===== config.mk =====
export PLATFORM = sky130hd
export DESIGN_NAME = child_result_merger
export DESIGN_NICKNAME = d
export VERILOG_FILES = /design/src/rtl/child_result_merger.sv
export SDC_FILE = /design/constraint.sdc
export NUM_CORES = 1
export LEC_CHECK = 0
export CAP_MARGIN = 10
export CORE_UTILIZATION = 40
export CTS_BUF_LIST = sky130_fd_sc_hd__clkbuf_2
export CTS_CLUSTER_SIZE = 28
export DETAILED_ROUTE_END_ITERATION = 8
export GPL_TIMING_DRIVEN = 1
export PLACE_DENSITY = 0.84
export SLEW_MARGIN = 20
export SYNTH_ARGS = -nofsm -noshare
export SYNTH_HDL_FRONTEND = slang
export SYNTH_SLANG_ARGS = --single-unit

===== constraint.sdc =====
create_clock -name clk -period 4.9 [get_ports clk]
set_input_delay 0.98 -clock clk [delete_from_list [all_inputs] [get_ports clk]]
set_output_delay 0.98 -clock clk [all_outputs]
set_load 0.05 [all_outputs]

===== src/rtl/child_result_merger.sv =====
// Round-robin fan-in of NUM_CH child result channels into one registered, source-tagged output.
// Also keeps a wrapping count of accepted words.
module child_result_merger #(
  parameter int NUM_CH = 5,
  parameter int DATA_W = 32,
  parameter int SRC_W  = 3,
  parameter int CNT_W  = 16
) (
  input  logic                     clk,
  input  logic                     rst,
  input  logic [NUM_CH-1:0]        in_valid,
  output logic [NUM_CH-1:0]        in_ready,
  input  logic [NUM_CH*DATA_W-1:0] in_data,
  output logic                     out_valid,
  input  logic                     out_ready,
  output logic [DATA_W-1:0]        out_data,
  output logic [SRC_W-1:0]         out_src,
  output logic [CNT_W-1:0]         txn_count,
  output logic                     idle
);

  logic [SRC_W-1:0]  rr_ptr;
  logic              load_en;
  logic              hi_found, lo_found, grant_any;
  logic [SRC_W-1:0]  hi_idx, lo_idx, grant_idx;
  logic [DATA_W-1:0] sel_data;
  logic              hs;

  assign load_en = !out_valid || out_ready;

  // Two passes: lowest requester at or above rr_ptr wins, otherwise lowest below it.
  always_comb begin
    hi_found = 1'b0;
    lo_found = 1'b0;
    hi_idx   = '0;
    lo_idx   = '0;
    for (int i = NUM_CH - 1; i >= 0; i--) begin
      if (in_valid[i] && (i >= int'(rr_ptr))) begin
        hi_found = 1'b1;
        hi_idx   = SRC_W'(i);
      end
      if (in_valid[i] && (i < int'(rr_ptr))) begin
        lo_found = 1'b1;
        lo_idx   = SRC_W'(i);
      end
    end
    grant_any = hi_found || lo_found;
    grant_idx = hi_found ? hi_idx : lo_idx;
  end

  always_comb begin
    sel_data = '0;
    for (int i = 0; i < NUM_CH; i++) begin
      if (grant_idx == SRC_W'(i)) sel_data = in_data[i*DATA_W +: DATA_W];
    end
  end

  always_comb begin
    in_ready = '0;
    if (!rst && load_en && grant_any) in_ready = NUM_CH'(1) << grant_idx;
  end

  assign hs   = |(in_ready & in_valid);
  assign idle = !(|in_valid) && !out_valid;

  always_ff @(posedge clk or posedge rst) begin
    if (rst) begin
      out_valid <= 1'b0;
      out_data  <= '0;
      out_src   <= '0;
      txn_count <= '0;
      rr_ptr    <= '0;
    end else if (hs) begin
      out_valid <= 1'b1;
      out_data  <= sel_data;
      out_src   <= grant_idx;
      txn_count <= txn_count + 1'b1;
      rr_ptr    <= (grant_idx == SRC_W'(NUM_CH - 1)) ? '0 : grant_idx + 1'b1;
    end else if (out_valid && out_ready) begin
      out_valid <= 1'b0;
    end
  end

endmodule

==> results of run 1 <==
## cells by family after synthesis
| kind of cell | after synthesis | share of synthesized area (%) |
|---|---|---|
| AOI/OAI and AO/OA | 92 | 27.91 |
| xor gates and xnor gates | 15 | 3.253 |
| adders and majority gates | 3 | 0.9295 |
| buffers and inverters | 51 | 7.342 |
| DFF | 55 | 34.08 |
| and+or+nand+nor | 247 | 26.49 |
## Yosys cell counts (3+ instances only)
| library cell | instances |
|---|---|
| inv_1 | 6 |
| a21o_1 | 3 |
| nor3_1 | 69 |
| clkbuf_1 | 17 |
| xnor2_1 | 11 |
| a21oi_1 | 3 |
| dfrtp_1 | 55 |
| ha_1 | 3 |
| a2111o_1 | 32 |
| a311oi_1 | 5 |
| nand4_1 | 6 |
| buf_12 | 3 |
| nand2_1 | 79 |
| o21ai_0 | 3 |
| xor2_1 | 4 |
| a311oi_2 | 28 |
| nand3_1 | 4 |
| and3_1 | 5 |
| nor2_1 | 76 |
| buf_6 | 3 |
| buf_2 | 15 |
| buf_4 | 4 |
## final cells by class
cell class,count,area (um2)
fill,826,3369
timing repair buffer,240,2402
multi-input combinational,357,2377
sequential,55,1376
tap,133,166.4
inverter,8,30.03
clock inverter,3,27.53
clock buffer,5,25.02
## metrics by stage
stage / hold slack, ns / std cells
2_1_floorplan: 0.5650 / 463
3_3_place_gp: 0.4609 / 793
3_5_place_dp: 0.4662 / 793
4_1_cts: 0.5106 / 801
5_1_grt: 0.5364 / 801
6_report: 0.5072 / 801
## layer usage
metal  global-route usage, %  share of wire [%]  vias up
met5                       0                  0        -
li1                        -                  -     2105
met2                   49.18                 52      211
met1                   31.03                 38     2125
met3                   6.361                7.2       32
met4                   12.09                3.2        0
## final timing paths
kind / endpoint / slack [ns] / cells past startpoint
max: idle / 0.50 / 6
min: txn_count[15] / 0.51 / 1
max reg2reg: out_data[26] / 1.52 / 11
min reg2reg: txn_count[15] / 0.51 / 1
max in group asynchronous: rr_ptr[2] / 3.27 / 3
min in group asynchronous: out_data[9] / 0.79 / 2
## sequential cells by signal (all words and copies together), names as in the netlist
register	cells
out_data	32
out_src	3
out_valid	1
rr_ptr	3
txn_count	16
## report_power, final
group / leakage (nW) / internal (mW) / switching, mW
Sequential: 0.656 / 0.643 / 0.150
Combinational: 1.79 / 1.00 / 1.68
Clock: 0.0315 / 0.0412 / 0.168
==> results.rst, run 1 <==
.. list-table::
   :header-rows: 1

   * - Metric
     - Value
   * - Layout net count
     - 838
   * - Cell-by-cell listing of the critical path
     - clkdlybuf4s50_1, nor2b_1, o21a_1, or4_1, nor2_1, clkdlybuf4s50_1
   * - Finished layout cell area
     - 6405 um2
   * - Clock Latency Late Sink
     - between 0.4 and 0.5 ns
   * - Hold Vio Cnt, Final
     - 0
   * - RSZ-0062 raised after global routing
     - no
   * - Die Area
     - 10500 um2
   * - Post CTS Setup Buffer Count
     - 0
   * - Antenna Cells
     - 0
   * - HPWL after detailed placement
     - 10800 um
   * - Final ANT Viol Nets
     - 0
   * - Standby leakage power
     - roughly 2.5 nW
   * - Site row count
     - 36
   * - Initial DRT Pass Iterations
     - 6
   * - Number of flip-flops and latches in the synthesized netlist
     - 55
   * - Number of warnings printed during yosys synthesis
     - 0
   * - Cell type with the largest total area after synthesis
     - dfrtp_1
   * - IR Drop Worst-Case VDD
     - 0.2696 mV
   * - Delay of the slowest critical-path stage
     - 0.81 ns
   * - Die height
     - 102.5 um
   * - Fraction of layout cells with a size suffix above 1
     - approximately 10%
   * - Core Footprint
     - 9774 um2
   * - Highest-count cells in the layout ignoring fill and taps
     - clkdlybuf4s50_1 (220), nand2_1 (79), nor2_1 (76)
   * - Synthesized cell area
     - ~4000 um2
   * - Maximum clock path buffer count
     - 2
   * - Setup-failing EPs final
     - 0
   * - Detailed-route wire length
     - 14520 um
   * - Via density per instance
     - ~5.6
   * - Total power after layout
     - 3.680 mW
   * - Initial core utilization
     - 41.32%
   * - Root buffer cell
     - clkbuf_2
   * - Total overflow reported by the global router
     - 0
   * - Post-route DRC
     - 0
   * - Most used flip-flop cell after synthesis
     - dfrtp_1
   * - Area after DPL
     - roughly 6400 um2
   * - Number of enable flip-flop cells after synthesis
     - 0
   * - Clock tree from TritonCTS
     - yes
   * - Top delay family on crit path
     - buffers and inverters
   * - Initial antenna violation count
     - 0
   * - Final Max Slew Viols
     - 0
   * - Count of max-cap constraint violations
     - 0
   * - Global-route wire length before repair
     - 22180 um
   * - Critical Path End Type
     - output port
   * - Worst rel slew slack
     - 49.32%
   * - Startpoint of the lowest-slack register-to-register path
     - rr_ptr[0]
   * - Count of cells resized by post-cts repair
     - 0
   * - Clock slew seen by the registers of the worst setup and hold paths
     - 0.31 ns
   * - Total clock buffers created by CTS
     - 5
   * - Worst path required time
     - around 3.9 ns
   * - Yosys cell types
     - 50
   * - Beginning of the worst hold path
     - txn_count[15]
   * - Clock period minus final worst setup slack
     - 4.401 ns
   * - Port Buffer Count
     - 225
   * - Post-synthesis sequential area ratio
     - 34.08%
   * - Hold Crit Class
     - reg2reg
   * - Cells after synthesis
     - approximately 460
   * - Number of placed I/O pins
     - 226
   * - Global Route Usage Sum
     - a little over a quarter
   * - Top post-synthesis cells by area
     - dfrtp_1 (34%), a311oi_2 (10%), a2111o_1 (8.9%), nor3_1 (8.6%), nand2_1 (7.3%)
   * - WL per Instance
     - around 18 um
   * - Status
     - finished, final reports clean
   * - Hold buffer count at CTS
     - 0
   * - Finished Core Util
     - 65.53%
   * - Smallest setup slack after layout
     - 0.4986 ns
   * - Clock H-tree levels
     - 2
   * - Number of design-rule violations left by the first detailed-router iteration
     - 107
   * - Largest driver fanout on the critical path
     - 6
   * - Pre-CTS WS
     - 0.5265 ns
   * - Mapped Avg Cell Area
     - 8.723 um2
   * - Max Clock Freq
     - 227.2 MHz
   * - Type of the worst setup path
     - in2out
   * - Area share of the largest cell type after synthesis
     - 34.08%
   * - Slew at the pin closest to its max-slew limit
     - between 0.7 and 0.8 ns
   * - Ratio of total power to cell area
     - 574.5 nW/um2
   * - Pin count of the biggest net entering global routing
     - 69
   * - Floorplan die width
     - 102.5 um
   * - Startpoint kind of the worst setup timing path
     - input port
   * - Standard cell with the maximum stage delay on the critical path
     - clkdlybuf4s50_1
   * - Number of global-route vias before repair
     - 4492
   * - Final worst path period share
     - around nine tenths
   * - Final RePlAce weighted congestion
     - roughly 0.90
   * - Worst EP arrival
     - 3.42 ns
   * - Total nets after synthesis
     - 634
   * - Clock net sink count
     - 55
   * - Layout overhead on the synthesized area
     - 58.58%
   * - CP Buf/Inv Count
     - 2
   * - Most common cell after layout, fill and taps aside
     - clkdlybuf4s50_1
   * - Fraction of registers with async set/reset
     - 100.0%
   * - Cell repeated most along the worst path
     - clkdlybuf4s50_1
   * - Fin Clk Skew
     - 0.03181 ns
   * - Accumulated negative setup slack
     - 0 ns
   * - Via total after detailed routing
     - between 4000 and 5000
   * - Startpoint of the most critical setup path
     - in_valid[0]
Power figures use the tool's default switching activity.
==> inputs of run 2 (changes only) <==
- MAX_ROUTING_LAYER: unset -> met4
==> run 2 against run 1 <==
Against the previous run:
- register-to-register slack about the same
- final cell count unchanged
- critical path depth unchanged
- count of clock-buffer cells in the layout unchanged
- non-clock buffer count unchanged
- clock skew down 0.0082 ns
- combinational power about the same
- utilization unchanged
- first-iteration DRC count up 22%
- setup slack better by 0.0030 ns
- wire length up 0.45%
- critical endpoint unchanged
==> results.rst, run 2 (synthesis results as in run 1) <==
.. list-table::
   :header-rows: 1

   * - Metric
     - Value
   * - Startpoint kind of the worst setup timing path
     - input port
   * - Global Route Usage Sum
     - 28.33% (+0.84 points)
   * - Number of placed I/O pins
     - 226 (unchanged)
   * - Slew at the pin closest to its max-slew limit
     - 0.7574 ns (-0.002746 ns)
   * - Port Buffer Count
     - 225 (unchanged)
   * - Total area of multi-input combinational cells
     - 2377 um2 (unchanged)
   * - Worst path required time
     - 3.92 ns (about the same)
   * - Post CTS Setup Buffer Count
     - 0 (unchanged)
   * - GR Layer Usage met1
     - 31.42% (+0.38 points)
   * - Startpoint of the lowest-slack register-to-register path
     - rr_ptr[0]
   * - Floorplan die width
     - 102.5 um (unchanged)
   * - Layout overhead on the synthesized area
     - 58.58% (unchanged)
   * - Via total after detailed routing
     - 4513 (+0.89%)
   * - Hold-critical path depth
     - 1 (unchanged)
   * - Cell Count Post-Placement
     - 793 (unchanged)
   * - Setup-failing EPs final
     - 0 (unchanged)
   * - Highest-count cells in the layout ignoring fill and taps
     - clkdlybuf4s50_1 (220), nand2_1 (79), nor2_1 (76)
   * - Final worst path period share
     - 89.76% (about the same)
   * - Largest register by flop count
     - out_data
   * - Startpoint of the most critical setup path
     - in_valid[0]
   * - Initial core utilization
     - 41.32% (unchanged)
   * - Clock slew seen by the registers of the worst setup and hold paths
     - 0.31 ns (about the same)
   * - Count of max-cap constraint violations
     - 0 (unchanged)
   * - Max Clock Freq
     - 227.4 MHz (about the same)
   * - Hold buffer count at CTS
     - 0 (unchanged)
   * - Clock tree from TritonCTS
     - yes
   * - Clock net sink count
     - 55 (unchanged)
   * - IR Drop Worst-Case VDD
     - 0.2697 mV (about the same)
   * - HPWL after detailed placement
     - 10800 um (unchanged)
   * - Type of the worst setup path
     - in2out
   * - Global-route wire length before repair
     - 22100 um (-0.34%)
   * - Accumulated negative setup slack
     - 0 ns (unchanged)
   * - Final Max Slew Viols
     - 0 (unchanged)
   * - Critical Path End Type
     - output port
   * - Clock H-tree levels
     - 2 (unchanged)
   * - Most utilized layer in the global route result
     - met2
   * - Post-route DRC
     - 0 (unchanged)
   * - Fin Clk Skew
     - 0.02364 ns (-0.008173 ns)
   * - R2r setup slk
     - 1.51 ns (about the same)
   * - Antenna Cells
     - 0 (unchanged)
   * - Max FFs per register
     - 32 (unchanged)
   * - Reg area
     - 1376 um2 (unchanged)
   * - Maximum clock path buffer count
     - 2 (unchanged)
   * - RSZ-0062 raised after global routing
     - no
   * - Root buffer cell
     - clkbuf_2
   * - Status
     - finished, final reports clean
   * - Number of global-route vias before repair
     - 4505 (+0.29%)
   * - Clock period minus final worst setup slack
     - 4.398 ns (-0.003000 ns)
   * - Clock Latency Late Sink
     - 0.48 ns (about the same)
   * - Most common cell after layout, fill and taps aside
     - clkdlybuf4s50_1
   * - Ratio of total power to cell area
     - 574.8 nW/um2 (about the same)
   * - Final ANT Viol Nets
     - 0 (unchanged)
   * - Largest regs
     - out_data x32, txn_count x16
   * - Hold Vio Cnt, Final
     - 0 (unchanged)
   * - Count of cells resized by post-cts repair
     - 0 (unchanged)
   * - Fraction of layout cells with a size suffix above 1
     - 10.03% (unchanged)
   * - Via density per instance
     - 5.634 (+0.89%)
   * - Total overflow reported by the global router
     - 0 (unchanged)
   * - Worst rel slew slack
     - 49.50% (+0.18 points)
   * - Site row count
     - 36 (unchanged)
   * - Total clock buffers created by CTS
     - 5 (unchanged)
   * - Standby leakage power
     - 2.474 nW (unchanged)
   * - Number of design-rule violations left by the first detailed-router iteration
     - 131 (+22%)
   * - Final cell count without fillers
     - 801 (unchanged)
   * - Sink of the worst hold path
     - txn_count[15]
   * - Die height
     - 102.5 um (unchanged)
   * - Initial DRT Pass Iterations
     - 5 (-1)
   * - Global routing met3 resource utilization
     - 5.404% (-0.96 points)
   * - Pin count of the biggest net entering global routing
     - 69 (unchanged)
   * - Total power after layout
     - 3.681 mW (about the same)
   * - Reg2Reg Depth
     - 11 (unchanged)
   * - Layout net count
     - 838 (unchanged)
   * - Finished Core Util
     - 65.53% (unchanged)
   * - Met2 global-route usage
     - 49.23% (+0.051 points)
   * - Number of filler instances in the final layout
     - 826 (unchanged)
   * - Worst EP arrival
     - 3.42 ns (about the same)
   * - WL per Instance
     - 18.20 um (+0.45%)
   * - Die Area
     - 10500 um2 (unchanged)
   * - Core Footprint
     - 9774 um2 (unchanged)
   * - Detailed-route wire length
     - 14580 um (+0.45%)
   * - Hold Crit Class
     - reg2reg
   * - Capture instance of the worst register-to-register path
     - out_data[26]
   * - Beginning of the worst hold path
     - txn_count[15]
   * - Final RePlAce weighted congestion
     - 0.9151 (+1.7%)
   * - Initial antenna violation count
     - 0 (unchanged)
   * - Largest driver fanout on the critical path
     - 6 (unchanged)
-- run 2: report_power, final --
group | internal [mW] | switching, mW
sequential | 0.643 | 0.150
combinational | 1.00 | 1.68
clock | 0.0412 | 0.166
-- run 2: area by class of cell --
cell class,instances,share of cell area [%]
Multi-Input combinational cell,357,37.12
Clock buffer,5,0.3907
Inverter,8,0.4688
Sequential cell,55,21.49
Clock inverter,3,0.4298
Timing Repair Buffer,240,37.51
Tap cell,133,2.598
-- run 2: critical path, cell delays in order --
cell and delay, ns:
clkdlybuf4s50_1 0.51, nor2b_1 0.21, o21a_1 0.25, or4_1 0.55, nor2_1 0.11, clkdlybuf4s50_1 0.81
-- run 2: worst max path at each step --
stage                  end  depth (start not counted)
4_1_cts               idle                          6
5_1_grt               idle                          6
6_report              idle                          6
2_1_floorplan  in_ready[3]                         11
3_3_place_gp          idle                          6
3_5_place_dp          idle                          6
-- run 2: per-layer routing --
metal | vias up | share of wire [%] | wire (um)
li1 | 2107 | - | -
met1 | 2159 | 39 | 5693
met2 | 211 | 51 | 7478
met3 | 36 | 6.4 | 927
met4 | 0 | 3.3 | 483
met5 | - | 0 | 0
-- run 2: through the flow --
stage | worst slack, ns | cell area, um2 | hold WS, ns
after CTS | 0.5221 | 6405 | 0.5106
after detailed placement | 0.5265 | 6352 | 0.4662
final | 0.5016 | 6405 | 0.5073
after global placement | 0.5594 | 6352 | 0.4609
after global routing | 0.4501 | 6405 | 0.5364
after floorplan | 0.5690 | 4039 | 0.5650
==> inputs of run 3 (changes only) <==
- PLACE_DENSITY: 0.84 -> 0.89
==> run 3 against run 2 <==
Against the previous run:
- sequential share of layout area is essentially flat
- final area shrank 0.12%
- critical path depth is the same
- clock skew grew 0.018 ns
- utilization shrank 0.077 points
- hold slack lost 0.0084 ns
- critical endpoint unchanged
- largest cell class unchanged
- largest power group unchanged
==> results.rst, run 3 (synthesis results as in run 1) <==
.. list-table::
   :header-rows: 1

   * - Metric
     - Value
   * - Status
     - finished, final reports clean
   * - Largest register by flop count
     - out_data
   * - Count of max-cap constraint violations
     - 0 (unchanged)
   * - Total clock buffers created by CTS
     - 5 (unchanged)
   * - RSZ-0062 raised after global routing
     - no
   * - Cell Count Post-Placement
     - 792 (-0.13%)
   * - Final worst path period share
     - 89.38% (-0.39 points)
   * - Floorplan die width
     - 102.5 um (unchanged)
   * - Global-route wire length before repair
     - 21940 um (-0.75%)
   * - Smallest setup slack after layout
     - 0.5206 ns (+0.01905 ns)
   * - Port Buffer Count
     - 225 (unchanged)
   * - Antenna Cells
     - 0 (unchanged)
   * - Largest driver fanout on the critical path
     - 6 (unchanged)
   * - Clock H-tree levels
     - 2 (unchanged)
   * - Capture instance of the worst register-to-register path
     - out_data[26]
   * - Hold Crit Class
     - reg2reg
   * - Hold buffer count at CTS
     - 0 (unchanged)
   * - Layout net count
     - 837 (-0.12%)
   * - Worst hold margin
     - 0.4988 ns (-0.008434 ns)
   * - Clock net sink count
     - 55 (unchanged)
   * - WL per Instance
     - 17.78 um (-2.4%)
   * - Core Footprint
     - 9774 um2 (unchanged)
   * - Count of cells resized by post-cts repair
     - 0 (unchanged)
   * - Cell-by-cell listing of the critical path
     - clkdlybuf4s50_1, nor2b_1, o21a_1, or4_1, nor2_1, clkdlybuf4s50_1
   * - Reg2Reg Depth
     - 10 (-1)
   * - Die Area
     - 10500 um2 (unchanged)
   * - Maximum clock path buffer count
     - 2 (unchanged)
   * - Highest-count cells in the layout ignoring fill and taps
     - clkdlybuf4s50_1 (220), nand2_1 (79), nor2_1 (76)
   * - Switching pwr
     - 1.985 mW (-0.57%)
   * - Post CTS Setup Buffer Count
     - 0 (unchanged)
   * - Number of placed I/O pins
     - 226 (unchanged)
   * - Worst rel slew slack
     - 33.76% (-16 points)
   * - Clock Latency Late Sink
     - 0.46 ns (-0.02 ns)
   * - Beginning of the worst hold path
     - txn_count[15]
   * - Clock period minus final worst setup slack
     - 4.379 ns (-0.01905 ns)
   * - Max FFs per register
     - 32 (unchanged)
   * - Pre-CTS WS
     - 0.5015 ns (-0.02498 ns)
   * - Worst path required time
     - 3.92 ns (about the same)
   * - Worst EP arrival
     - 3.40 ns (-0.02 ns)
   * - Number of filler instances in the final layout
     - 795 (-3.8%)
   * - Max Clock Freq
     - 228.3 MHz (+0.43%)
   * - Root buffer cell
     - clkbuf_2
   * - Startpoint of the lowest-slack register-to-register path
     - rr_ptr[0]
   * - CP Buf/Inv Count
     - 2 (unchanged)
   * - Layout overhead on the synthesized area
     - 58.40%
   * - Fraction of layout cells with a size suffix above 1
     - 9.895% (-0.13 points)
   * - Total overflow reported by the global router
     - 0 (unchanged)
   * - Type of the worst setup path
     - in2out
   * - HPWL after detailed placement
     - 10550 um (-2.2%)
   * - Number of global-route vias before repair
     - 4391 (-2.5%)
   * - Accumulated negative setup slack
     - 0 ns (unchanged)
   * - R2r setup slk
     - 1.46 ns (-0.05 ns)
   * - IR Drop Worst-Case VDD
     - 0.3199 mV (+19%)
   * - Finished Core Util
     - 65.45% (-0.077 points)
   * - Detailed-route wire length
     - 14220 um (-2.5%)
   * - Largest regs
     - out_data x32, txn_count x16
   * - Final cell count without fillers
     - 800 (-0.12%)
   * - Global Route Usage Sum
     - 27.75% (-0.58 points)
   * - Hold Vio Cnt, Final
     - 0 (unchanged)
   * - Cell repeated most along the worst path
     - clkdlybuf4s50_1
   * - Pin count of the biggest net entering global routing
     - 69 (unchanged)
   * - Total power after layout
     - 3.664 mW (-0.46%)
   * - Clock slew seen by the registers of the worst setup and hold paths
     - 0.34 ns (+0.03 ns)
   * - Ratio of total power to cell area
     - 572.8 nW/um2 (-0.35%)
   * - Final Max Slew Viols
     - 0 (unchanged)
   * - Sink of the worst hold path
     - txn_count[15]
   * - Number of design-rule violations left by the first detailed-router iteration
     - 170 (+30%)
   * - Initial core utilization
     - 41.32% (unchanged)
   * - Clk pwr share
     - 5.7% (about the same)
   * - Via density per instance
     - 5.545 (-1.6%)
   * - Setup-failing EPs final
     - 0 (unchanged)
   * - Startpoint kind of the worst setup timing path
     - input port
   * - Slew at the pin closest to its max-slew limit
     - 0.9936 ns (+0.2362 ns)
   * - Finished layout cell area
     - 6397 um2 (-0.12%)
   * - Critical Path End Type
     - output port
   * - Initial DRT Pass Iterations
     - 5 (unchanged)
   * - Hold-critical path depth
     - 1 (unchanged)
   * - Net Sw Frac
     - 54.18% (-0.060 points)
   * - Comb power frac
     - 72.5% (-0.3 points)
   * - Final RePlAce weighted congestion
     - 0.8893 (-2.8%)
   * - Top delay family on crit path
     - buffers and inverters
   * - Most common cell after layout, fill and taps aside
     - clkdlybuf4s50_1
   * - Initial antenna violation count
     - 0 (unchanged)
   * - Standard cell with the maximum stage delay on the critical path
     - clkdlybuf4s50_1
   * - Site row count
     - 36 (unchanged)
   * - Fin Clk Skew
     - 0.04146 ns (+0.01782 ns)
   * - Clock tree from TritonCTS
     - yes
   * - Via total after detailed routing
     - 4436 (-1.7%)
   * - Final ANT Viol Nets
     - 0 (unchanged)
   * - Die height
     - 102.5 um (unchanged)
   * - Relative contribution of sequential cells to total power
     - 21.8% (+0.2 points)
   * - Startpoint of the most critical setup path
     - in_valid[0]
   * - Post-route DRC
     - 0 (unchanged)
   * - Internal power
     - 1.679 mW (-0.33%)
   * - Delay of the slowest critical-path stage
     - 0.81 ns (about the same)
   * - Standby leakage power
     - 2.467 nW (-0.30%)
   * - Area after DPL
     - 6345 um2 (-0.12%)
run 3: layout make-up:
type | count | area, um2 | area share, %
Clock buffer | 5 | 25.02 | 0.3912
Tap cell | 133 | 166.4 | 2.601
Sequential cell | 55 | 1376 | 21.51
Inverter | 8 | 30.03 | 0.4694
Clock inverter | 3 | 27.53 | 0.4303
Timing Repair Buffer | 239 | 2395 | 37.43
Multi-Input combinational cell | 357 | 2377 | 37.16
run 3: power by group through the flow:
stage	clock network [mW]	logic, mW	registers, mW
2_1_floorplan	0	1.29	1.39
3_3_place_gp	0	2.59	0.793
3_5_place_dp	0	2.65	0.806
4_1_cts	0.212	2.66	0.798
5_1_grt	0.227	2.81	0.824
6_report	0.208	2.66	0.800
run 3: routing by layer:
metal	global-route usage (%)	routed length, um	vias up
li1	-	-	2100
met5	-	0	-
met4	9.560	316	0
met1	31.98	5689	2133
met3	4.583	820	30
met2	48.51	7395	173
run 3: how the worst max path moves through the flow:
stage	endpoint	slack, ns	depth (start not counted)
final	idle	0.52	6
after CTS	idle	0.52	6
after global routing	idle	0.39	6
after floorplan	in_ready[3]	0.57	11
after global placement	idle	0.56	6
after detailed placement	txn_count[6]	0.50	11
